===== config.mk =====
export PLATFORM = sky130hd
export DESIGN_NAME = object_position_tracker
export DESIGN_NICKNAME = d
export VERILOG_FILES = /design/src/rtl/tracker_pkg.sv /design/src/rtl/ema_axis_filter.sv /design/src/rtl/object_position_tracker.sv
export SDC_FILE = /design/constraint.sdc
export NUM_CORES = 1
export LEC_CHECK = 0
export ABC_AREA = 1
export CORE_ASPECT_RATIO = 1.75
export CORE_MARGIN = 2
export CORE_UTILIZATION = 63
export CTS_CLUSTER_DIAMETER = 120
export DETAILED_ROUTE_END_ITERATION = 10
export PLACE_DENSITY = 0.87
export SETUP_SLACK_MARGIN = 0.1
export SLEW_MARGIN = 30
export SYNTH_ARGS = -nofsm -noshare
export SYNTH_HDL_FRONTEND = slang
export SYNTH_HIERARCHICAL = 1
export SYNTH_SLANG_ARGS = --single-unit

===== constraint.sdc =====
create_clock -name iClk -period 7.2 [get_ports iClk]
set_clock_uncertainty 0.2 [all_clocks]
set_input_delay 1.44 -clock iClk [delete_from_list [all_inputs] [get_ports iClk]]
set_output_delay 1.44 -clock iClk [all_outputs]
set_load 0.05 [all_outputs]

===== src/rtl/tracker_pkg.sv =====
`timescale 1ns/1ps
// tracker_pkg: types and defaults shared by the object position tracker and its axis filters.
// The VELOCITY_EST_EN macro enables velocity estimation and coast prediction in the axis filters.
package tracker_pkg;

  localparam int POS_W_DEFAULT = 16;

  typedef enum logic [1:0] {
    IDLE    = 2'd0,
    ACQUIRE = 2'd1,
    TRACK   = 2'd2,
    COAST   = 2'd3
  } trk_state_e;

  typedef logic signed [POS_W_DEFAULT:0] posDiff_t;

endpackage


===== src/rtl/ema_axis_filter.sv =====
`timescale 1ns/1ps
// ema_axis_filter: one coordinate axis of the tracker. It holds the filtered position,
// flags measurements too far from it, and applies the EMA step when told to.
// With VELOCITY_EST_EN defined it also keeps a per-frame velocity and predicts the
// position forward while the tracker is coasting; otherwise vel is tied to zero.
module ema_axis_filter
  import tracker_pkg::*;
#(
  parameter int POS_W       = POS_W_DEFAULT,
  parameter int ALPHA_SHIFT = 2,
  parameter int MAX_JUMP    = 64
) (
  input  logic             clock,
  input  logic             reset,
  input  logic             enable,
  input  logic             load,
  input  logic             emaUpdate,
  input  logic             velUpdate,
  input  logic             predict,
  input  logic             clearVel,
  input  logic [POS_W-1:0] meas,
  output logic             outlier,
  output logic [POS_W-1:0] filt,
  output logic [POS_W:0]   vel
);

  localparam logic signed [POS_W:0] JUMP_LIMIT = (POS_W+1)'(MAX_JUMP);

  logic signed [POS_W:0] filtExt;
  logic signed [POS_W:0] diff;
  logic signed [POS_W:0] absDiff;
  logic signed [POS_W:0] emaNext;

  // Both operands are zero-extended, so the one extra bit holds any signed difference.
  assign filtExt = $signed({1'b0, filt});
  assign diff    = $signed({1'b0, meas}) - filtExt;
  assign absDiff = diff[POS_W] ? -diff : diff;
  assign outlier = absDiff > JUMP_LIMIT;
  assign emaNext = filtExt + (diff >>> ALPHA_SHIFT);

`ifdef VELOCITY_EST_EN
  localparam logic signed [POS_W+1:0] POS_MAX = $signed({2'b00, {POS_W{1'b1}}});

  logic signed [POS_W:0]   velReg;
  logic signed [POS_W+1:0] predSum;
  logic [POS_W-1:0]        predNext;

  assign predSum = $signed({filtExt[POS_W], filtExt}) + $signed({velReg[POS_W], velReg});
  assign vel     = velReg;

  // Coast prediction: step by the last velocity, saturating to the coordinate range.
  always_comb begin
    predNext = predSum[POS_W-1:0];
    if (predSum[POS_W+1]) begin
      predNext = '0;
    end else if (predSum > POS_MAX) begin
      predNext = '1;
    end
  end

  // Velocity is the size of the last tracked EMA step and is forgotten when the lock is dropped.
  always_ff @(posedge clock) begin
    if (reset) begin
      velReg <= '0;
    end else if (enable) begin
      if (clearVel) begin
        velReg <= '0;
      end else if (velUpdate) begin
        velReg <= emaNext - filtExt;
      end
    end
  end
`else
  logic unusedVelCtrl;
  assign unusedVelCtrl = ^{velUpdate, predict, clearVel, emaNext[POS_W]};
  assign vel = '0;
`endif

  // Filtered position: seeded on acquisition, smoothed on accepted hits, predicted while coasting.
  always_ff @(posedge clock) begin
    if (reset) begin
      filt <= '0;
    end else if (enable) begin
      if (load) begin
        filt <= meas;
      end else if (emaUpdate) begin
        filt <= emaNext[POS_W-1:0];
      end
`ifdef VELOCITY_EST_EN
      else if (predict) begin
        filt <= predNext;
      end
`endif
    end
  end

endmodule


===== src/rtl/object_position_tracker.sv =====
`timescale 1ns/1ps
// object_position_tracker: once per frame, take the last centroid measurement, run the
// acquire/track/coast/lost state machine, smooth X and Y with EMA filters and publish a
// position strobe two cycles after the frame-end cycle.
// Optional feature: define VELOCITY_EST_EN for velocity outputs and coast prediction.
module object_position_tracker
  import tracker_pkg::*;
#(
  parameter int POS_W       = POS_W_DEFAULT,
  parameter int ALPHA_SHIFT = 2,
  parameter int ACQ_FRAMES  = 3,
  parameter int LOST_FRAMES = 8,
  parameter int MAX_JUMP    = 64
) (
  input  logic             iClk,
  input  logic             iRST,
  input  logic             iEN,
  input  logic             iFVAL,
  input  logic             iOBJ_VAL,
  input  logic [POS_W-1:0] iX_POS,
  input  logic [POS_W-1:0] iY_POS,
  output logic             oPOS_VAL,
  output logic [POS_W-1:0] oX_POS,
  output logic [POS_W-1:0] oY_POS,
  output logic             oLOCKED,
  output logic             oLOST,
  output logic [POS_W:0]   oX_VEL,
  output logic [POS_W:0]   oY_VEL
);

  localparam int HIT_W  = $clog2(ACQ_FRAMES + 1);
  localparam int MISS_W = $clog2(LOST_FRAMES + 1);
  localparam logic [HIT_W-1:0]  ACQ_TARGET  = HIT_W'(ACQ_FRAMES);
  localparam logic [MISS_W-1:0] LOST_TARGET = MISS_W'(LOST_FRAMES);

  trk_state_e state, stateNext;
  logic [HIT_W-1:0]  hitCnt, hitCntNext, hitInc;
  logic [MISS_W-1:0] missCnt, missCntNext, missInc;

  logic             fvalPrev, frameEnd, hitLatch;
  logic [POS_W-1:0] measX, measY;
  logic             evalPending, evalHit;
  logic [POS_W-1:0] evalX, evalY;
  logic             posPending, lostNext, gatedHit;
  logic             load, emaUpdate, velUpdate, predict, clearVel;
  logic             outlierX, outlierY;
  logic [POS_W-1:0] filtX, filtY;

  assign frameEnd = iEN & fvalPrev & ~iFVAL;
  assign hitInc   = hitCnt + HIT_W'(1);
  assign missInc  = missCnt + MISS_W'(1);
  assign oLOCKED  = (state == TRACK) || (state == COAST);

  // Collect the frame's last measurement; a strobe on the frame-end cycle still belongs to the closing frame.
  always_ff @(posedge iClk) begin
    if (iRST) begin
      fvalPrev    <= 1'b0;
      hitLatch    <= 1'b0;
      measX       <= '0;
      measY       <= '0;
      evalPending <= 1'b0;
      evalHit     <= 1'b0;
      evalX       <= '0;
      evalY       <= '0;
    end else if (iEN) begin
      fvalPrev    <= iFVAL;
      evalPending <= frameEnd;
      if (frameEnd) begin
        evalHit  <= hitLatch | iOBJ_VAL;
        evalX    <= iOBJ_VAL ? iX_POS : measX;
        evalY    <= iOBJ_VAL ? iY_POS : measY;
        hitLatch <= 1'b0;
      end else if (iOBJ_VAL) begin
        hitLatch <= 1'b1;
        measX    <= iX_POS;
        measY    <= iY_POS;
      end
    end
  end

  // Lock state machine: decides the next state and which filter action the frame's result triggers.
  always_comb begin
    stateNext   = state;
    hitCntNext  = hitCnt;
    missCntNext = missCnt;
    load        = 1'b0;
    emaUpdate   = 1'b0;
    velUpdate   = 1'b0;
    predict     = 1'b0;
    clearVel    = 1'b0;
    lostNext    = 1'b0;
    gatedHit    = evalHit & ~(outlierX | outlierY);
    if (evalPending) begin
      unique case (state)
        IDLE: begin
          if (evalHit) begin
            load       = 1'b1;
            hitCntNext = HIT_W'(1);
            stateNext  = (ACQ_TARGET == HIT_W'(1)) ? TRACK : ACQUIRE;
          end
        end
        ACQUIRE: begin
          if (evalHit) begin
            load       = 1'b1;
            hitCntNext = hitInc;
            if (hitInc >= ACQ_TARGET) begin
              stateNext = TRACK;
            end
          end else begin
            stateNext  = IDLE;
            hitCntNext = '0;
            clearVel   = 1'b1;
          end
        end
        TRACK: begin
          if (gatedHit) begin
            emaUpdate = 1'b1;
            velUpdate = 1'b1;
          end else begin
            stateNext   = COAST;
            missCntNext = MISS_W'(1);
            predict     = 1'b1;
          end
        end
        COAST: begin
          if (gatedHit) begin
            stateNext   = TRACK;
            missCntNext = '0;
            emaUpdate   = 1'b1;
          end else if (missInc >= LOST_TARGET) begin
            stateNext   = IDLE;
            missCntNext = '0;
            hitCntNext  = '0;
            clearVel    = 1'b1;
            lostNext    = 1'b1;
          end else begin
            missCntNext = missInc;
            predict     = 1'b1;
          end
        end
      endcase
    end
  end

  // State register, counters and the lost pulse, all frozen while the block is disabled.
  always_ff @(posedge iClk) begin
    if (iRST) begin
      state      <= IDLE;
      hitCnt     <= '0;
      missCnt    <= '0;
      oLOST      <= 1'b0;
      posPending <= 1'b0;
    end else if (iEN) begin
      state      <= stateNext;
      hitCnt     <= hitCntNext;
      missCnt    <= missCntNext;
      oLOST      <= lostNext;
      posPending <= evalPending && ((stateNext == TRACK) || (stateNext == COAST));
    end else begin
      oLOST      <= 1'b0;
    end
  end

  // Publish the freshly updated filter outputs one cycle after the state update.
  always_ff @(posedge iClk) begin
    if (iRST) begin
      oPOS_VAL <= 1'b0;
      oX_POS   <= '0;
      oY_POS   <= '0;
    end else if (iEN) begin
      oPOS_VAL <= posPending;
      if (posPending) begin
        oX_POS <= filtX;
        oY_POS <= filtY;
      end
    end else begin
      oPOS_VAL <= 1'b0;
    end
  end

  ema_axis_filter #(.POS_W(POS_W), .ALPHA_SHIFT(ALPHA_SHIFT), .MAX_JUMP(MAX_JUMP)) xFilter (
    .clock(iClk), .reset(iRST), .enable(iEN), .load(load), .emaUpdate(emaUpdate),
    .velUpdate(velUpdate), .predict(predict), .clearVel(clearVel), .meas(evalX),
    .outlier(outlierX), .filt(filtX), .vel(oX_VEL)
  );

  ema_axis_filter #(.POS_W(POS_W), .ALPHA_SHIFT(ALPHA_SHIFT), .MAX_JUMP(MAX_JUMP)) yFilter (
    .clock(iClk), .reset(iRST), .enable(iEN), .load(load), .emaUpdate(emaUpdate),
    .velUpdate(velUpdate), .predict(predict), .clearVel(clearVel), .meas(evalY),
    .outlier(outlierY), .filt(filtY), .vel(oY_VEL)
  );

endmodule


==> results of run 1 <==
==> power groups by stage <==
stage | Clock, W | Sequential (W) | Combinational, W
after floorplan | 0 | 0.000839 | 0.000559
after global placement | 0 | 0.000845 | 0.000682
after detailed placement | 0 | 0.000846 | 0.000699
after CTS | 0.000922 | 0.000828 | 0.000704
after global routing | 0.000958 | 0.000830 | 0.000803
final | 0.000917 | 0.000829 | 0.000723
==> metrics by stage <==
step	worst slack (ps)	hold slack, ps
floorplan	3400	244
global placement	2620	255
detailed placement	2510	278
CTS	2430	290
global route	1810	300
finish	2470	290
==> area by class of cell <==
cell class,instances,area share (%)
multi-input cells,1208,55.6
flip-flops and latches,143,24.6
repair buffers,81,7.05
inverters,166,5.37
clock buffers,17,3.65
well taps,192,2.06
clock inverters,15,1.66
==> flip-flops by register name, summed over array words and instances (netlist names) <==
register and count:
evalX 16, evalY 16, measX 16, measY 16, oX_POS 16, oY_POS 16
xFilter/filt 16, yFilter/filt 16, missCnt 4, hitCnt 2, state 2, evalHit 1
evalPending 1, fvalPrev 1, hitLatch 1, oLOST 1, oPOS_VAL 1, posPending 1
==> per-layer routing <==
metal / wire length (um) / GRT usage (%) / part of all wire, % / vias to the layer above
met5: 0 / 0 / 0 / -
met2: 16300 / 65.9 / 53 / 475
met3: 1560 / 6.73 / 5.0 / 170
met4: 2600 / 27.8 / 8.4 / 0
met1: 10600 / 33.7 / 34 / 4906
li1: - / - / - / 5228
==> cell usage in the layout, fill, tap and decap left out, types with 5 or more instances in the layout <==
master	n
nand3_2	10
nand3_1	86
o21ai_1	12
a311oi_1	28
a31oi_1	34
a21oi_1	87
xor2_1	18
dfxtp_1	143
clkdlybuf4s50_1	70
nor3_1	12
a221oi_1	6
inv_1	161
a21o_1	6
o21ai_0	106
clkbuf_16	17
nand4_1	20
nand2_1	368
nand3b_1	6
nand2_2	16
conb_1	34
xnor2_1	8
xnor2_2	6
buf_4	8
inv_8	5
nor2_1	234
ha_1	62
nor2_2	9
==> final timing paths <==
kind                            startpoint                to  cells after the start
worst max-delay path              evalY[0]  yFilter/filt[11]                     25
worst min-delay path             oY_POS[9]         oY_POS[9]                      2
worst max register to register    evalY[0]  yFilter/filt[11]                     25
worst min register to register   oY_POS[9]         oY_POS[9]                      2
==> worst max-delay path, delay by kind of cell (launching register included) <==
kind / cells / cell delay (ps)
AND/OR/NAND/NOR: 16 / 2310
buffers and inverters: 3 / 370
adder cells (fa/ha/maj): 3 / 970
flip-flops: 1 / 350
AO/OA/AOI/OAI: 3 / 440
==> summary.md, run 1 <==
| Metric | Value |
|---|---|
| Sw frac | `between 30 and 40%` |
| Final Max Tran Viols | `0` |
| Antenna cells | `0` |
| Clock Pin Slew Worst Setup and Hold Paths | `approximately 70 ps` |
| First-pass GRT wire length | `between 50,000 and 60,000 um` |
| Initial antenna violation count | `0` |
| IO Count | `approximately 110` |
| P_int | `approximately 0.0015 W` |
| DRC | `0` |
| Crit path launch type | `flop` |
| Combinational power share | `between 20 and 30%` |
| WL final | `a little over 30,000 um` |
| Min Tclk post-route | `4730 ps` |
| Gate Count Post-Synth | `roughly 1,600` |
| Kind of critical path | `reg2reg` |
| Critical Path End Type | `flop` |
| Num rows | `a little over 60` |
| WP data arrival | `a little under 5000 ps` |
| CTS-repair resized insts | `0` |
| Worst path most repeated cell | `nor2_1` |
| Clk_lat worst skew | `430 ps` |
| Design area | `between 10,000 and 15,000 sq um` |
| TritonRoute pass-1 iters | `6` |
| Max-slew headroom at the worst pin | `slightly above 40%` |
| CP max FO | `28` |
| Final worst path period share | `between 60% and 70%` |
| Crit path max-delay cell type | `fa_1` |
| Core area | `16,300 sq um` |
| Proportion of layout cells with a drive suffix above 1 | `6.69%` |
| Clk sinks | `143` |
| Max Root-Sink Buffers | `2` |
| TritonCTS buffer count | `17` |
| Register-to-register setup slack | `2470 ps` |
| Status | `finished, final reports clean` |
| Final std cells w/o fill | `around 1,800` |
| Number of max-cap violations | `0` |
| Total congestion overflow | `0` |
| Starting Density | `between 60% and 70%` |
| Max VDD drop | `~0.17 mV` |
| Fin util | `~71%` |
| Setup TNS Final | `0 ps` |
| Cell area after synthesis | `around 10,000 sq um` |
| RSZ-0062 raised after global routing | `no` |
| Actual slew at the worst max-slew pin | `885 ps` |
| Vias in the first global route | `~11,000` |
| Die X | `between 100 and 150 um` |
| Largest net degree at the start of global routing | `between 70 and 80` |
| Area of the die | `17,500 sq um` |
| # port buffers | `just over 70` |
| Avg Inst Size Synth | `around 6.6 sq um` |
| Leak pwr | `5.43 nW` |
| Final ANT Viol Nets | `0` |
| Sequential power share | `33.6%` |
| Die height | `~170 um` |
| # fillers | `roughly 1,400` |
| Clock power frac | `37.1%` |
| Vias | `approximately 11,000` |
| Post-CTS Setup Repair Bufs | `0` |
| Area Overhead vs Synth | `12.4%` |
| Multi-input gate area | `approximately 6500 sq um` |
| Pwr Density | `between 200 and 250 nW/um^2` |
| All-Layer GR Usage | `35.9%` |
| NumNets Final | `between 1,500 and 2,000` |
| Final hold vios | `0` |
| Final setup violating endpoints | `0` |
| Vias/cell | `a little under 6` |
| First DRT Iteration DRCs | `717` |
| DP HPWL | `around 23,000 um` |
| Worst path max stage delay | `560 ps` |
| DP Area | `roughly 11,000 sq um` |
| Placed insts | `between 1,500 and 2,000` |
| Register area | `2860 sq um` |
| Required @ worst endpoint | `7350 ps` |
| Tot Pwr | `between 0.002 and 0.0025 W` |
| Hold crit path type | `reg2reg` |
| WL per Instance | `around 17 um` |
| Routability cong. | `about 1.0` |
| CTS tree | `yes` |
| Root Buffer | `clkbuf_16` |
| Switching power | `0.000925 W` |
| Post-CTS Hold Fix Bufs | `0` |
| Yosys Warn Count | `6` |
| H-Tree Depth | `4` |
| FMAX | `around 210 MHz` |
Power figures use the tool's default switching activity.
==> inputs of run 2 (changes only) <==
--- a/config.mk
+++ b/config.mk
@@ -8,10 +8,10 @@
 export ABC_AREA = 1
 export CORE_ASPECT_RATIO = 1.75
 export CORE_MARGIN = 2
-export CORE_UTILIZATION = 63
+export CORE_UTILIZATION = 58
 export CTS_CLUSTER_DIAMETER = 120
 export DETAILED_ROUTE_END_ITERATION = 10
-export PLACE_DENSITY = 0.87
+export PLACE_DENSITY = 0.81
 export SETUP_SLACK_MARGIN = 0.1
 export SLEW_MARGIN = 30
 export SYNTH_ARGS = -nofsm -noshare
==> constraint.sdc (replaced) <==
create_clock -name iClk -period 4.93 [get_ports iClk]
set_clock_uncertainty 0.2 [all_clocks]
set_input_delay 0.986 -clock iClk [delete_from_list [all_inputs] [get_ports iClk]]
set_output_delay 0.986 -clock iClk [all_outputs]
set_load 0.05 [all_outputs]
==> run 2 against run 1 <==
Effect of this change: sequential power is 46% higher; maximum frequency rose by 6.5%; via count fell by 1.1%; critical path type unchanged.
==> summary.md, run 2 (synthesis gave the netlist of run 1 again) <==
| Metric | Value |
|---|---|
| Tot Pwr | `0.00363 W` |
| FMAX | `around 230 MHz` |
| # port buffers | `just over 70` |
| Area Overhead vs Synth | `13.4%` |
| Kind of critical path | `reg2reg` |
| TritonCTS buffer count | `17` |
| Register area | `around 2900 sq um` |
| Final ANT Viol Nets | `0` |
| Reg2reg end | `yFilter/filt[1]` |
| Vias/cell | `5.70` |
| Clk sinks | `143` |
| DP Area | `roughly 11,000 sq um` |
| DP HPWL | `~23,000 um` |
| RSZ-0062 raised after global routing | `no` |
| Multi-input gate area | `roughly 6500 sq um` |
| WP data arrival | `roughly 4600 ps` |
| Antenna cells | `0` |
| Min Tclk post-route | `between 4000 and 5000 ps` |
| Max VDD drop | `between 0.2 and 0.25 mV` |
| # fillers | `roughly 1,600` |
| Register-to-register setup slack | `between 400 and 500 ps` |
| Sw frac | `roughly 36%` |
| Combinational power share | `between 20% and 30%` |
| Sequential power share | `between 30% and 40%` |
| Critical Path End Type | `flop` |
| Fin util | `between 60% and 70%` |
| Num rows | `64` |
| Hold path depth | `2` |
| Leak pwr | `about 5.5 nW` |
| Wl on met1 | `about 10,000 um` |
| Design area | `roughly 12,000 sq um` |
| Required @ worst endpoint | `a little over 5000 ps` |
| Final Max Tran Viols | `0` |
| Vias | `10,700` |
| DRC | `0` |
| Clock power frac | `between 30% and 40%` |
| Root Buffer | `clkbuf_16` |
| Vias in the first global route | `about 10,000` |
| Most frequent cells in the layout | `nand2_1, nor2_1, inv_1` |
| Clk_lat worst skew | `roughly 430 ps` |
| First-pass GRT wire length | `slightly below 50,000 um` |
| Switching power | `between 0.001 and 0.0015 W` |
| Setup TNS Final | `0 ps` |
| Max-slew headroom at the worst pin | `between 40% and 50%` |
| Status | `finished, final reports clean` |
| Pwr Density | `a little over 300 nW/um^2` |
| Worst r2r path cells | `26` |
| Final setup violating endpoints | `0` |
| Max Root-Sink Buffers | `2` |
| Total congestion overflow | `0` |
| Final hold vios | `0` |
| Starting Density | `roughly three fifths` |
| Highest routed layer | `met4` |
| Area of the die | `19,000 sq um` |
| First DRT Iteration DRCs | `between 600 and 700` |
| TritonRoute pass-1 iters | `8` |
| Largest net degree at the start of global routing | `between 60 and 70` |
| Met2 WL | `16,100 um` |
| Clock Pin Slew Worst Setup and Hold Paths | `about 70 ps` |
| Commonest non-fill, non-tap cell in the layout | `nand2_1` |
| Routed wl met3 | `about 1200 um` |
| Actual slew at the worst max-slew pin | `between 800 and 900 ps` |
| P_int | `about 0.0023 W` |
| NumNets Final | `1,729` |
| WL final | `between 30,000 and 40,000 um` |
| Hold crit path type | `reg2reg` |
| WHS Endpoint | `posPending` |
| Crit path launch type | `flop` |
| CP max FO | `11` |
| Routability cong. | `between 1 and 1.5` |
| CTS tree | `yes` |
| WL per Instance | `16.2 um` |
| Proportion of layout cells with a drive suffix above 1 | `7.44%` |
| H-Tree Depth | `4` |
| Number of max-cap violations | `0` |
| Final worst path period share | `90.1%` |
| IO Count | `around 110` |
| All-Layer GR Usage | `between 30% and 40%` |
| Reg2reg start | `evalX[0]` |
| Die X | `around 110 um` |
| Hold path startpoint | `posPending` |
| Core area | `17,500 sq um` |
| Initial antenna violation count | `0` |
| Die height | `~180 um` |
run 2: cell types whose count changed in the layout (fill, tap and decap cells not counted), moves of 2 or more:
cell	delta
buf_4	+11
buf_16	-2
clkinv_2	+2
clkinv_8	-2
inv_1	-2
run 2: worst max-delay path: stages, from the launching register on:
cell and delay (ps):
dfxtp_1 370, inv_1 60, ha_1 220, fa_1 380
inv_1 90, nand3_1 80, nand2_2 130, nand2_1 90
nand3_1 140, nand3_1 90, nand2_1 250, clkinvlp_4 210
buf_4 180, nand2_1 60, nand2_1 40, nor2_1 200
nor2_1 80, nand3_1 70, nor2_1 50, nor2_1 130
nor2_1 70, nand2_2 180, nor3_4 80, o21ai_4 330
inv_1 210, o21ai_0 270, a21oi_1 70
run 2: stage by stage:
step	setup WS [ps]	hold slack, ps	instances
2_1_floorplan	1130	244	1607
3_3_place_gp	436	254	1834
3_5_place_dp	405	257	1834
4_1_cts	283	267	1866
5_1_grt	144	290	1870
6_report	488	265	1870
run 2: power groups by stage:
stage	combinational [W]	clock, W	sequential, W
after floorplan	0.000817	0	0.00123
after detailed placement	0.00103	0	0.00123
after CTS	0.00104	0.00136	0.00121
final	0.00107	0.00135	0.00121
after global placement	0.00101	0	0.00123
after global routing	0.00119	0.00141	0.00121
run 2: worst max path at each step:
stage                     startpoint                to  slack, ps  cells past startpoint
finish                      evalX[0]   yFilter/filt[1]        490                     26
global route                evalY[0]   xFilter/filt[8]        140                     24
CTS                 xFilter/filt[11]  xFilter/filt[11]        280                     24
detailed placement  xFilter/filt[11]   xFilter/filt[9]        400                     24
global placement    yFilter/filt[11]  yFilter/filt[15]        440                     24
floorplan                   evalY[0]  xFilter/filt[10]       1130                     26
run 2: what timing repair did:
| item | 4_1_cts | 5_1_grt |
|---|---|---|
| buffers inserted | 0 | 4 |
| setup endpoints to repair | 0 | 32 |
| gates resized for setup | 0 | 7 |
| hold buffers | 0 | 0 |
run 2: area by class of cell:
type,count,area share [%]
clock buffers,17,3.62
clock inverters,15,1.63
inverters,166,5.37
multi-input cells,1208,55.3
flip-flops and latches,143,24.4
well taps,231,2.46
repair buffers,90,7.22
run 2: routing by layer:
layer,up-vias,global-route usage [%]
met5,-,0
met4,0,25.7
met3,142,4.62
met2,364,60.7
met1,4915,29.4
li1,5238,-
==> inputs of run 3 (changes only) <==
--- a/config.mk
+++ b/config.mk
@@ -11,6 +11,7 @@
 export CORE_UTILIZATION = 58
 export CTS_CLUSTER_DIAMETER = 120
 export DETAILED_ROUTE_END_ITERATION = 10
+export MAX_ROUTING_LAYER = met4
 export PLACE_DENSITY = 0.81
 export SETUP_SLACK_MARGIN = 0.1
 export SLEW_MARGIN = 30
==> run 3 against run 2 <==
Effect of this change: hold slack better by 12 ps; setup slack worse by 190 ps; maximum frequency down 4.0%; global-route usage up 0.70 points; combinational power about the same; sequential cell count unchanged; register-to-register slack worse by 190 ps; via count down 0.14%; critical endpoint is now yFilter/filt[12]; critical path depth up 1; clock power about the same; utilization about the same; final cell count up 0.11%; largest cell class unchanged.
==> summary.md, run 3 (synthesis gave the netlist of run 1 again) <==
| Metric | Value |
|---|---|
| Status | `finished, final reports clean` |
| Proportion of layout cells with a drive suffix above 1 | `under 10%` |
| Vias in the first global route | `a little over 10,000` |
| Num rows | `64` |
| WP data arrival | `4700 ps` |
| # fillers | `1,635` |
| Area Overhead vs Synth | `13.4%` |
| Kind of critical path | `reg2reg` |
| Largest net degree at the start of global routing | `69` |
| Setup TNS Final | `0 ps` |
| Starting Density | `slightly below 60%` |
| Post-CTS Hold Fix Bufs | `0` |
| Number of max-cap violations | `0` |
| WL final | `a little over 30,000 um` |
| First-pass GRT wire length | `between 40,000 and 50,000 um` |
| Commonest non-fill, non-tap cell in the layout | `nand2_1` |
| Clock Pin Slew Worst Setup and Hold Paths | `approximately 70 ps` |
| DP HPWL | `between 20,000 and 25,000 um` |
| Initial antenna violation count | `0` |
| Final ANT Viol Nets | `0` |
| Die X | `about 110 um` |
| Core area | `between 15,000 and 20,000 sq um` |
| H-Tree Depth | `4` |
| FMAX | `216 MHz` |
| CTS tree | `yes` |
| Final worst path period share | `93.9%` |
| Vias/cell | `roughly 5.7` |
| Area of the die | `around 19,000 sq um` |
| Top Family by Delay on Critical Path | `simple AND/OR/NAND/NOR gates` |
| Buf/Inv on CP | `5` |
| TritonRoute pass-1 iters | `5` |
| Design area | `around 12,000 sq um` |
| Max VDD drop | `~0.28 mV` |
| Actual slew at the worst max-slew pin | `just over 900 ps` |
| Required @ worst endpoint | `5010 ps` |
| NumNets Final | `approximately 1,700` |
| Final setup violating endpoints | `0` |
| Max-slew headroom at the worst pin | `about two fifths` |
| Final Max Tran Viols | `0` |
| Antenna cells | `0` |
| DP Area | `~11,000 sq um` |
| Most frequent cells in the layout | `nand2_1, nor2_1, inv_1` |
| Critical Path End Type | `flop` |
| Vias | `roughly 11,000` |
| Max Root-Sink Buffers | `2` |
| Routability cong. | `1.03` |
| Root Buffer | `clkbuf_16` |
| Min Tclk post-route | `between 4000 and 5000 ps` |
| # port buffers | `71` |
| WL per Instance | `between 15 and 20 um` |
| Pwr Density | `309 nW/um^2` |
| TritonCTS buffer count | `17` |
| Crit path max-delay cell type | `o21ai_2` |
| IO Count | `106` |
| Clk_lat worst skew | `roughly 440 ps` |
| DRC | `0` |
| Clk sinks | `between 100 and 150` |
| First DRT Iteration DRCs | `677` |
| RSZ-0062 raised after global routing | `no` |
| Crit path launch type | `flop` |
| Hold crit path type | `reg2reg` |
| Leak pwr | `around 5.5 nW` |
| Die height | `between 150 and 200 um` |
| Total congestion overflow | `0` |
| Final hold vios | `0` |
| Worst path max stage delay | `about 440 ps` |
| All-Layer GR Usage | `between 30% and 40%` |
| CP max FO | `15` |
run 3: cell count changes in the layout (fill, tap and decap cells not counted), sizes merged:
cell	previous run	this run
clkinv	5	6
inv	172	171
buf	20	22
bufinv	2	1
clkinvlp	2	3
run 3: power by group:
group          total, W  internal (W)  switching, W
registers       0.00121       0.00119     0.0000228
clock network   0.00134      0.000733      0.000610
logic           0.00108      0.000349      0.000732
run 3: worst paths after layout:
kind / start / end / slack, ps / cells after the start
worst max-delay path: evalX[0] / yFilter/filt[12] / 300 / 27
worst min-delay path: posPending / posPending / 280 / 2
worst max register to register: evalX[0] / yFilter/filt[12] / 300 / 27
worst min register to register: posPending / posPending / 280 / 2
run 3: worst reg2reg max path, stage by stage, from the launching register on:
cell and delay, ps:
dfxtp_1 350, inv_1 60, ha_1 220, fa_1 390, inv_1 90, nand3_1 80, nand2_2 130, nand2_1 110
nand3_1 170, nand3_1 100, nand2_1 240, clkinvlp_4 260, buf_4 210, o21ai_0 70, nand3_1 120, nand2_1 90
nor2_1 40, nand3_1 50, nor2_1 40, nor2_1 150, nor2_1 70, nand2_2 150, nor3_2 80, o21ai_2 440
buf_4 310, nor2_1 50, o21ai_0 90, a21oi_1 100
run 3: layout make-up:
type                            count  area (sq um)  area share [%]
Sequential cell                   143          2860            24.4
Timing Repair Buffer               92           863            7.35
Multi-Input combinational cell   1208          6480            55.2
Clock inverter                     15           196            1.67
Tap cell                          231           289            2.46
Inverter                          166           631            5.37
Clock buffer                       17           425            3.62
run 3: layer usage:
layer  track usage (%)  wire, um
met5                 -         0
met1              29.4     10600
met2              60.8     16300
met3              3.64      1130
met4              25.4      2470
run 3: through the flow:
stage | power (W) | worst slack (ps) | instances | hold slack [ps] | utilization [%]
6_report | 0.00363 | 303 | 1872 | 278 | 67.3
3_3_place_gp | 0.00225 | 464 | 1835 | 253 | 63.4
4_1_cts | 0.00360 | 307 | 1867 | 279 | 67.0
5_1_grt | 0.00379 | 116 | 1872 | 305 | 67.3
2_1_floorplan | 0.00204 | 1130 | 1607 | 244 | -
3_5_place_dp | 0.00227 | 346 | 1835 | 269 | 63.4
run 3: timing repair:
item	in CTS	in global routing
endpoints found under the setup margin	0	24
setup buffers	0	5
resized for setup	0	3
